==> src/rtl/dht11_pkg.sv <==
// Shared encodings and limits for the DHT11 measurement scheduler.
package dht11_pkg;

    typedef enum logic [2:0] {
        S_IDLE    = 3'd0,
        S_START   = 3'd1,
        S_WAIT    = 3'd2,
        S_EVAL    = 3'd3,
        S_BACKOFF = 3'd4
    } state_t;

    typedef enum logic {
        DIR_ABOVE = 1'b0,
        DIR_BELOW = 1'b1
    } flag_dir_t;

    // DHT11 words are {integer byte, decimal byte}
    localparam int INT_MSB = 15;
    localparam int INT_LSB = 8;

    localparam logic [7:0] HUM_MAX  = 8'd100;
    localparam logic [7:0] TEMP_MAX = 8'd60;

    function automatic int max3(input int a, input int b, input int c);
        int m;
        m = (a > b) ? a : b;
        return (m > c) ? m : c;
    endfunction

endpackage

==> src/rtl/hyst_flag.sv <==
// Condition flag with hysteresis; only moves when a new good sample arrives.
module hyst_flag
    import dht11_pkg::*;
#(
    parameter flag_dir_t DIR = DIR_ABOVE
) (
    input  logic       clk,
    input  logic       rst,
    input  logic       update,
    input  logic [7:0] value,
    input  logic [7:0] set_th,
    input  logic [7:0] clr_th,
    output logic       flag
);

    logic set_hit;
    logic clr_hit;

    assign set_hit = (DIR == DIR_ABOVE) ? (value >= set_th) : (value <= set_th);
    assign clr_hit = (DIR == DIR_ABOVE) ? (value <  clr_th) : (value >  clr_th);

    always_ff @(posedge clk) begin
        if (rst) begin
            flag <= 1'b0;
        end else if (update) begin
            if (set_hit)
                flag <= 1'b1;
            else if (clr_hit)
                flag <= 1'b0;
        end
    end

endmodule

==> src/rtl/dht11_scheduler.sv <==
// Periodic / on-demand DHT11 read scheduler with timeout, retry, fault tracking
// and hysteresis condition flags.
module dht11_scheduler
    import dht11_pkg::*;
#(
    parameter int          PERIOD_CYCLES  = 250_000_000,
    parameter int          TIMEOUT_CYCLES = 1_250_000,
    parameter int          RETRY_GAP      = 125_000_000,
    parameter int          MAX_RETRY      = 3,
    parameter int unsigned TEMP_HOT       = 30,
    parameter int unsigned TEMP_COLD      = 15,
    parameter int unsigned HUM_HIGH       = 80,
    parameter int unsigned HYST           = 2
) (
    input  logic        clk,
    input  logic        rst,
    input  logic        en,
    input  logic        req,
    output logic        sens_start,
    input  logic        sens_done,
    input  logic        sens_valid,
    input  logic [15:0] sens_hum,
    input  logic [15:0] sens_temp,
    output logic [7:0]  hum_int,
    output logic [7:0]  temp_int,
    output logic        data_ok,
    output logic        new_sample,
    output logic        fault,
    output logic [7:0]  err_count,
    output logic        too_hot,
    output logic        too_cold,
    output logic        too_humid,
    output logic [2:0]  state
);

    localparam int CNT_MAX = max3(PERIOD_CYCLES, RETRY_GAP, TIMEOUT_CYCLES);
    localparam int CW      = (CNT_MAX > 1) ? $clog2(CNT_MAX) : 1;
    localparam int RW      = $clog2(MAX_RETRY + 2);

    localparam logic [CW-1:0] PER_LAST = CW'(PERIOD_CYCLES - 1);
    localparam logic [CW-1:0] TO_LAST  = CW'(TIMEOUT_CYCLES - 1);
    localparam logic [CW-1:0] GAP_LAST = CW'(RETRY_GAP - 1);
    localparam logic [RW-1:0] RETRY_LIM = RW'(MAX_RETRY);

    // Clear points clamp instead of wrapping when thresholds sit near 0 / 255
    localparam logic [7:0] HOT_SET  = 8'(TEMP_HOT);
    localparam logic [7:0] HOT_CLR  = (TEMP_HOT >= HYST) ? 8'(TEMP_HOT - HYST) : 8'd0;
    localparam logic [7:0] COLD_SET = 8'(TEMP_COLD);
    localparam logic [7:0] COLD_CLR = (TEMP_COLD + HYST > 255) ? 8'd255 : 8'(TEMP_COLD + HYST);
    localparam logic [7:0] HUM_SET  = 8'(HUM_HIGH);
    localparam logic [7:0] HUM_CLR  = (HUM_HIGH >= HYST) ? 8'(HUM_HIGH - HYST) : 8'd0;

    state_t        st;
    logic [CW-1:0] cnt;
    logic [RW-1:0] retry_cnt;
    logic [RW-1:0] retry_nxt;
    logic          cap_valid;
    logic [7:0]    cap_hum;
    logic [7:0]    cap_temp;
    logic          good;
    logic          fail;
    logic          flag_upd;
    logic          unused_dec;

    assign unused_dec = ^{sens_hum[INT_LSB-1:0], sens_temp[INT_LSB-1:0]};

    assign good      = cap_valid && (cap_hum <= HUM_MAX) && (cap_temp <= TEMP_MAX);
    assign fail      = ((st == S_WAIT) && !sens_done && (cnt == TO_LAST)) ||
                       ((st == S_EVAL) && !good);
    assign flag_upd  = (st == S_EVAL) && good;
    assign retry_nxt = retry_cnt + 1'b1;
    assign state     = st;

    // One counter serves period (IDLE), timeout (WAIT) and backoff (BACKOFF);
    // it is cleared on every state change.
    always_ff @(posedge clk) begin
        if (rst) begin
            st         <= S_IDLE;
            cnt        <= '0;
            retry_cnt  <= '0;
            cap_valid  <= 1'b0;
            cap_hum    <= 8'd0;
            cap_temp   <= 8'd0;
            sens_start <= 1'b0;
            hum_int    <= 8'd0;
            temp_int   <= 8'd0;
            data_ok    <= 1'b0;
            new_sample <= 1'b0;
            fault      <= 1'b0;
            err_count  <= 8'd0;
        end else begin
            sens_start <= 1'b0;
            new_sample <= 1'b0;
            case (st)
                S_IDLE: begin
                    if (req || (en && cnt == PER_LAST)) begin
                        st         <= S_START;
                        sens_start <= 1'b1;
                        cnt        <= '0;
                    end else if (en) begin
                        cnt <= cnt + 1'b1;
                    end
                end
                S_START: begin
                    st  <= S_WAIT;
                    cnt <= '0;
                end
                S_WAIT: begin
                    if (sens_done) begin
                        cap_valid <= sens_valid;
                        cap_hum   <= sens_hum[INT_MSB:INT_LSB];
                        cap_temp  <= sens_temp[INT_MSB:INT_LSB];
                        st        <= S_EVAL;
                        cnt       <= '0;
                    end else begin
                        cnt <= cnt + 1'b1;
                    end
                end
                S_EVAL: begin
                    if (good) begin
                        hum_int    <= cap_hum;
                        temp_int   <= cap_temp;
                        new_sample <= 1'b1;
                        data_ok    <= 1'b1;
                        fault      <= 1'b0;
                        retry_cnt  <= '0;
                        cnt        <= '0;
                        st         <= S_IDLE;
                    end
                end
                S_BACKOFF: begin
                    if (cnt == GAP_LAST) begin
                        st         <= S_START;
                        sens_start <= 1'b1;
                        cnt        <= '0;
                    end else begin
                        cnt <= cnt + 1'b1;
                    end
                end
                default: begin
                    st  <= S_IDLE;
                    cnt <= '0;
                end
            endcase

            // Timeout and rejected samples share one failure path
            if (fail) begin
                err_count <= (err_count == 8'hFF) ? err_count : err_count + 8'd1;
                cnt       <= '0;
                if (retry_nxt <= RETRY_LIM) begin
                    retry_cnt <= retry_nxt;
                    st        <= S_BACKOFF;
                end else begin
                    fault     <= 1'b1;
                    data_ok   <= 1'b0;
                    retry_cnt <= '0;
                    st        <= S_IDLE;
                end
            end
        end
    end

    hyst_flag #(.DIR(DIR_ABOVE)) u_hot (
        .clk(clk), .rst(rst), .update(flag_upd), .value(cap_temp),
        .set_th(HOT_SET), .clr_th(HOT_CLR), .flag(too_hot)
    );

    hyst_flag #(.DIR(DIR_BELOW)) u_cold (
        .clk(clk), .rst(rst), .update(flag_upd), .value(cap_temp),
        .set_th(COLD_SET), .clr_th(COLD_CLR), .flag(too_cold)
    );

    hyst_flag #(.DIR(DIR_ABOVE)) u_humid (
        .clk(clk), .rst(rst), .update(flag_upd), .value(cap_hum),
        .set_th(HUM_SET), .clr_th(HUM_CLR), .flag(too_humid)
    );

endmodule

==> config.mk <==
export PLATFORM = sky130hd
export DESIGN_NAME = dht11_scheduler
export DESIGN_NICKNAME = d
export VERILOG_FILES = /design/src/rtl/dht11_pkg.sv /design/src/rtl/hyst_flag.sv /design/src/rtl/dht11_scheduler.sv
export SDC_FILE = /design/constraint.sdc
export NUM_CORES = 1
export LEC_CHECK = 0
export BUFFER_PORTS_ARGS = -buffer_cell sky130_fd_sc_hd__clkbuf_2
export CAP_MARGIN = 20
export CORE_ASPECT_RATIO = 2
export CORE_MARGIN = 1
export CORE_UTILIZATION = 59
export DETAILED_ROUTE_END_ITERATION = 8
export GPL_TIMING_DRIVEN = 0
export MAX_ROUTING_LAYER = met4
export PLACE_DENSITY = 0.94
export RECOVER_POWER = 50
export SETUP_SLACK_MARGIN = 0.4
export SLEW_MARGIN = 20
export SYNTH_ARGS = -nofsm -noshare
export SYNTH_HDL_FRONTEND = slang
export SYNTH_SLANG_ARGS = --single-unit
==> constraint.sdc <==
create_clock -name clk -period 3.3 [get_ports clk]
set_input_delay 0.495 -clock clk [delete_from_list [all_inputs] [get_ports clk]]
set_output_delay 0.495 -clock clk [all_outputs]
set_load 0.02 [all_outputs]
==> metrics.md <==
| Metric | Value |
|---|---|
| Post-Syn Area per Cell | `8.53 um2` |
| CORE AREA | `6260 um2` |
| Root Driver | `clkbuf_16` |
| CP most frequent cell | `clkbuf_1` |
| CTS clock-pin slew for the worst setup and hold paths | `0.06 ns` |
| Status | `complete, no violations` |
| Initial antenna violation count | `0` |
| CTS tree | `yes` |
| R2r setup slk | `0.49 ns` |
| Pwr dens | `550 nW/um2` |
| Clock sink total | `82` |
| Cts bufs inserted | `9` |
| Row cnt | `41` |
| Commonest non-fill, non-tap cells in the layout | `82 x dfxtp_1, 59 x nand2_1, 58 x nor2_1` |
| Seq/Total Area, Yosys | `43.2%` |
| RSZ-0062 raised after global routing | `no` |
| Clk Latency, worst-skew pair | `0.34 ns` |
| Max_slew headroom | `32.3%` |
| Reg power frac | `43.7%` |
| Routed via count | `3773` |
| Slew @ Worst Pin | `1.01 ns` |
| Vias in the first global route | `3767` |
| H-tree depth | `3` |
| Setup violations, final | `0` |
| Critical path class | `flop to flop` |
| Placed cell area | `4180 um2` |
| Asr flop ratio synth | `0%` |
| Most common cell after layout, fill and taps aside | `dfxtp_1` |
| Switch Pwr | `658 uW` |
| Worst-path cell chain | `clkbuf_1 > nand3_1 > nor4_1 > or4b_1 > clkbuf_1 > and2_1 > a22oi_1 > nor2_1` |
| Multi-input logic area | `2010 um2` |
| CP arrival | `3.02 ns` |
| Primary FF master, synth | `dfxtp_1` |
| CP max stage delay | `0.59 ns` |
| Post-DP HPWL | `7.46 mm` |
| Setup TNS | `0 ns` |
| Fin. max-slew vios | `0` |
| Die W | `58.7 um` |
| Drt total wl | `10.6 mm` |
| Post-cts repair resize count | `0` |
| Iteration-0 DRC Markers | `347` |
| IO Port Bufs | `54` |
| Design area | `4440 um2` |
| Worst min path class | `input port to flop` |
| DR DRC count | `0` |
| GRT Overall Usage | `34.6%` |
| Post-synth EDFFs | `0` |
| Syn nets | `487` |
| Syn Inst Count | `445` |
| Via density | `6.28` |
| Hold_buf cts | `0` |
| YS warnings | `0` |
| Critical Path Sink Type | `flop` |
| NumNets Final | `552` |
| CP top delay family | `simple AND/OR/NAND/NOR gates` |
| Hold WS | `0.374 ns` |
| Reg area | `1640 um2` |
| Distinct cells, synth | `54` |
| Die area | `6780 um2` |
| CP startpoint kind | `flop` |
| Internal power | `1780 uW` |
| Worst EP required | `3.51 ns` |
| Largest net degree at the start of global routing | `15` |
| Clock Path Buffers | `2` |
| Filler Cells Inserted | `472` |
| Placer Congestion | `0.959` |
| Setup bufs post-CTS | `0` |
| Clk network pwr share | `44.0%` |
| Syn-to-layout area delta | `17.0%` |
| Final Skew | `0.00458 ns` |
| Register bit total from synthesis | `82` |
| Hold Fails Final Rpt | `0` |
| Diode count | `0` |
| Max rail drop VDD | `0.470 mV` |
| Sw frac | `26.9%` |
| Initial Util | `60.7%` |
| Highest net fanout along the worst path | `10` |
| Fmax | `356 MHz` |
| Static Leakage | `0.00147 uW` |
| Die Y | `115 um` |
| WP buf/inv | `2` |
| Synthesized area | `3800 um2` |
| Crit path time final | `2.81 ns` |
| Slowest stage cell on the critical path | `or4b_1` |
| DRT Pass-1 Iters | `6` |
| Comb power frac | `12.4%` |
| First-pass GRT wire length | `17.2 mm` |
| Post-DRT Antenna Nets | `0` |
| Tcrit/Tclk final | `85.1%` |
| Max-cap viol count | `0` |
| Layout cells sized above 1 | `10.3%` |
| Total gr overflow | `0` |
| # IOs | `72` |
| Post-DR wirelength/cell | `17.6 um` |
per-layer routing:
layer	wire length (um)	up-vias	track usage [%]	share of wire (%)
met1	3620	1789	31.5	34
met5	0	-	-	0
met4	563	0	25.9	5.3
met2	5860	198	58.9	55
met3	549	72	9.71	5.2
li1	-	1714	-	-
cells in the mapped netlist, types with 6 or more instances:
cell	number	share of area, %
nor3_1	9	1.2
nand2_1	59	5.8
nor4_1	15	2.5
and2_1	6	0.99
a21oi_1	30	4.0
nand3_1	20	2.6
xnor2_1	19	4.4
xor2_1	11	2.5
nand4_1	19	3.1
nor2_1	58	5.7
clkbuf_1	19	1.9
o21ai_0	8	1.1
mux2i_1	13	3.4
and3_1	7	1.2
dfxtp_1	82	43
registers in the layout (all words and copies together), names as in the netlist:
name and flops:
sens_start 1, u_hot.flag 1, temp_int 8, cap_temp 8
cap_hum 8, state 3, u_cold.flag 1, err_count 8
new_sample 1, cap_valid 1, u_humid.flag 1, fault 1
hum_int 8, data_ok 1, cnt 28, retry_cnt 3
power by group through the flow:
stage / Clock [uW] / Combinational [uW] / Sequential, uW
finish: 1070 / 302 / 1070
floorplan: 0 / 189 / 1090
detailed placement: 0 / 291 / 1090
global placement: 0 / 281 / 1080
CTS: 1080 / 299 / 1060
global route: 1120 / 325 / 1070
kinds of logic after synthesis:
group | share of synthesized area (%)
compound gates | 10.5
xor+xnor | 6.92
fa+ha+maj | 1.32
buf+inv | 3.62
flops | 43.2
mux | 3.43
simple gates | 30.9
worst register-to-register path: stages (launching register included):
cell and delay, ns:
dfxtp_1 0.32, clkbuf_1 0.31, nand3_1 0.31, nor4_1 0.27, or4b_1 0.59, clkbuf_1 0.32, and2_1 0.30, a22oi_1 0.20
nor2_1 0.06
worst paths after layout:
check | from | endpoint | cells after the start
setup reg to reg | cnt[3] | retry_cnt[0] | 8
hold / removal | sens_hum[9] | cap_hum[1] | 3
setup / recovery | cnt[3] | retry_cnt[0] | 8
hold reg to reg | temp_int[7] | temp_int[7] | 1
area by class of cell:
| cell class | instances | area share (%) |
|---|---|---|
| buffer | 26 | 2.76 |
| clock buffer | 10 | 5.15 |
| clock inverter | 6 | 2.06 |
| inverter | 2 | 0.169 |
| multi-input combinational | 335 | 45.4 |
| sequential | 82 | 37.0 |
| tap | 86 | 2.42 |
| timing repair buffer | 54 | 5.13 |
metrics by stage:
stage                     worst slack, ns  std cells  power, uW  utilization [%]
after floorplan                      1.07        445       1280                -
after global placement              0.696        585       1360             66.7
after detailed placement            0.654        585       1380             66.7
after CTS                           0.605        601       2440             71.8
after global routing                0.287        601       2520             71.0
final                               0.493        601       2440             71.0
No activity file was read; power rests on OpenSTA's default activity.
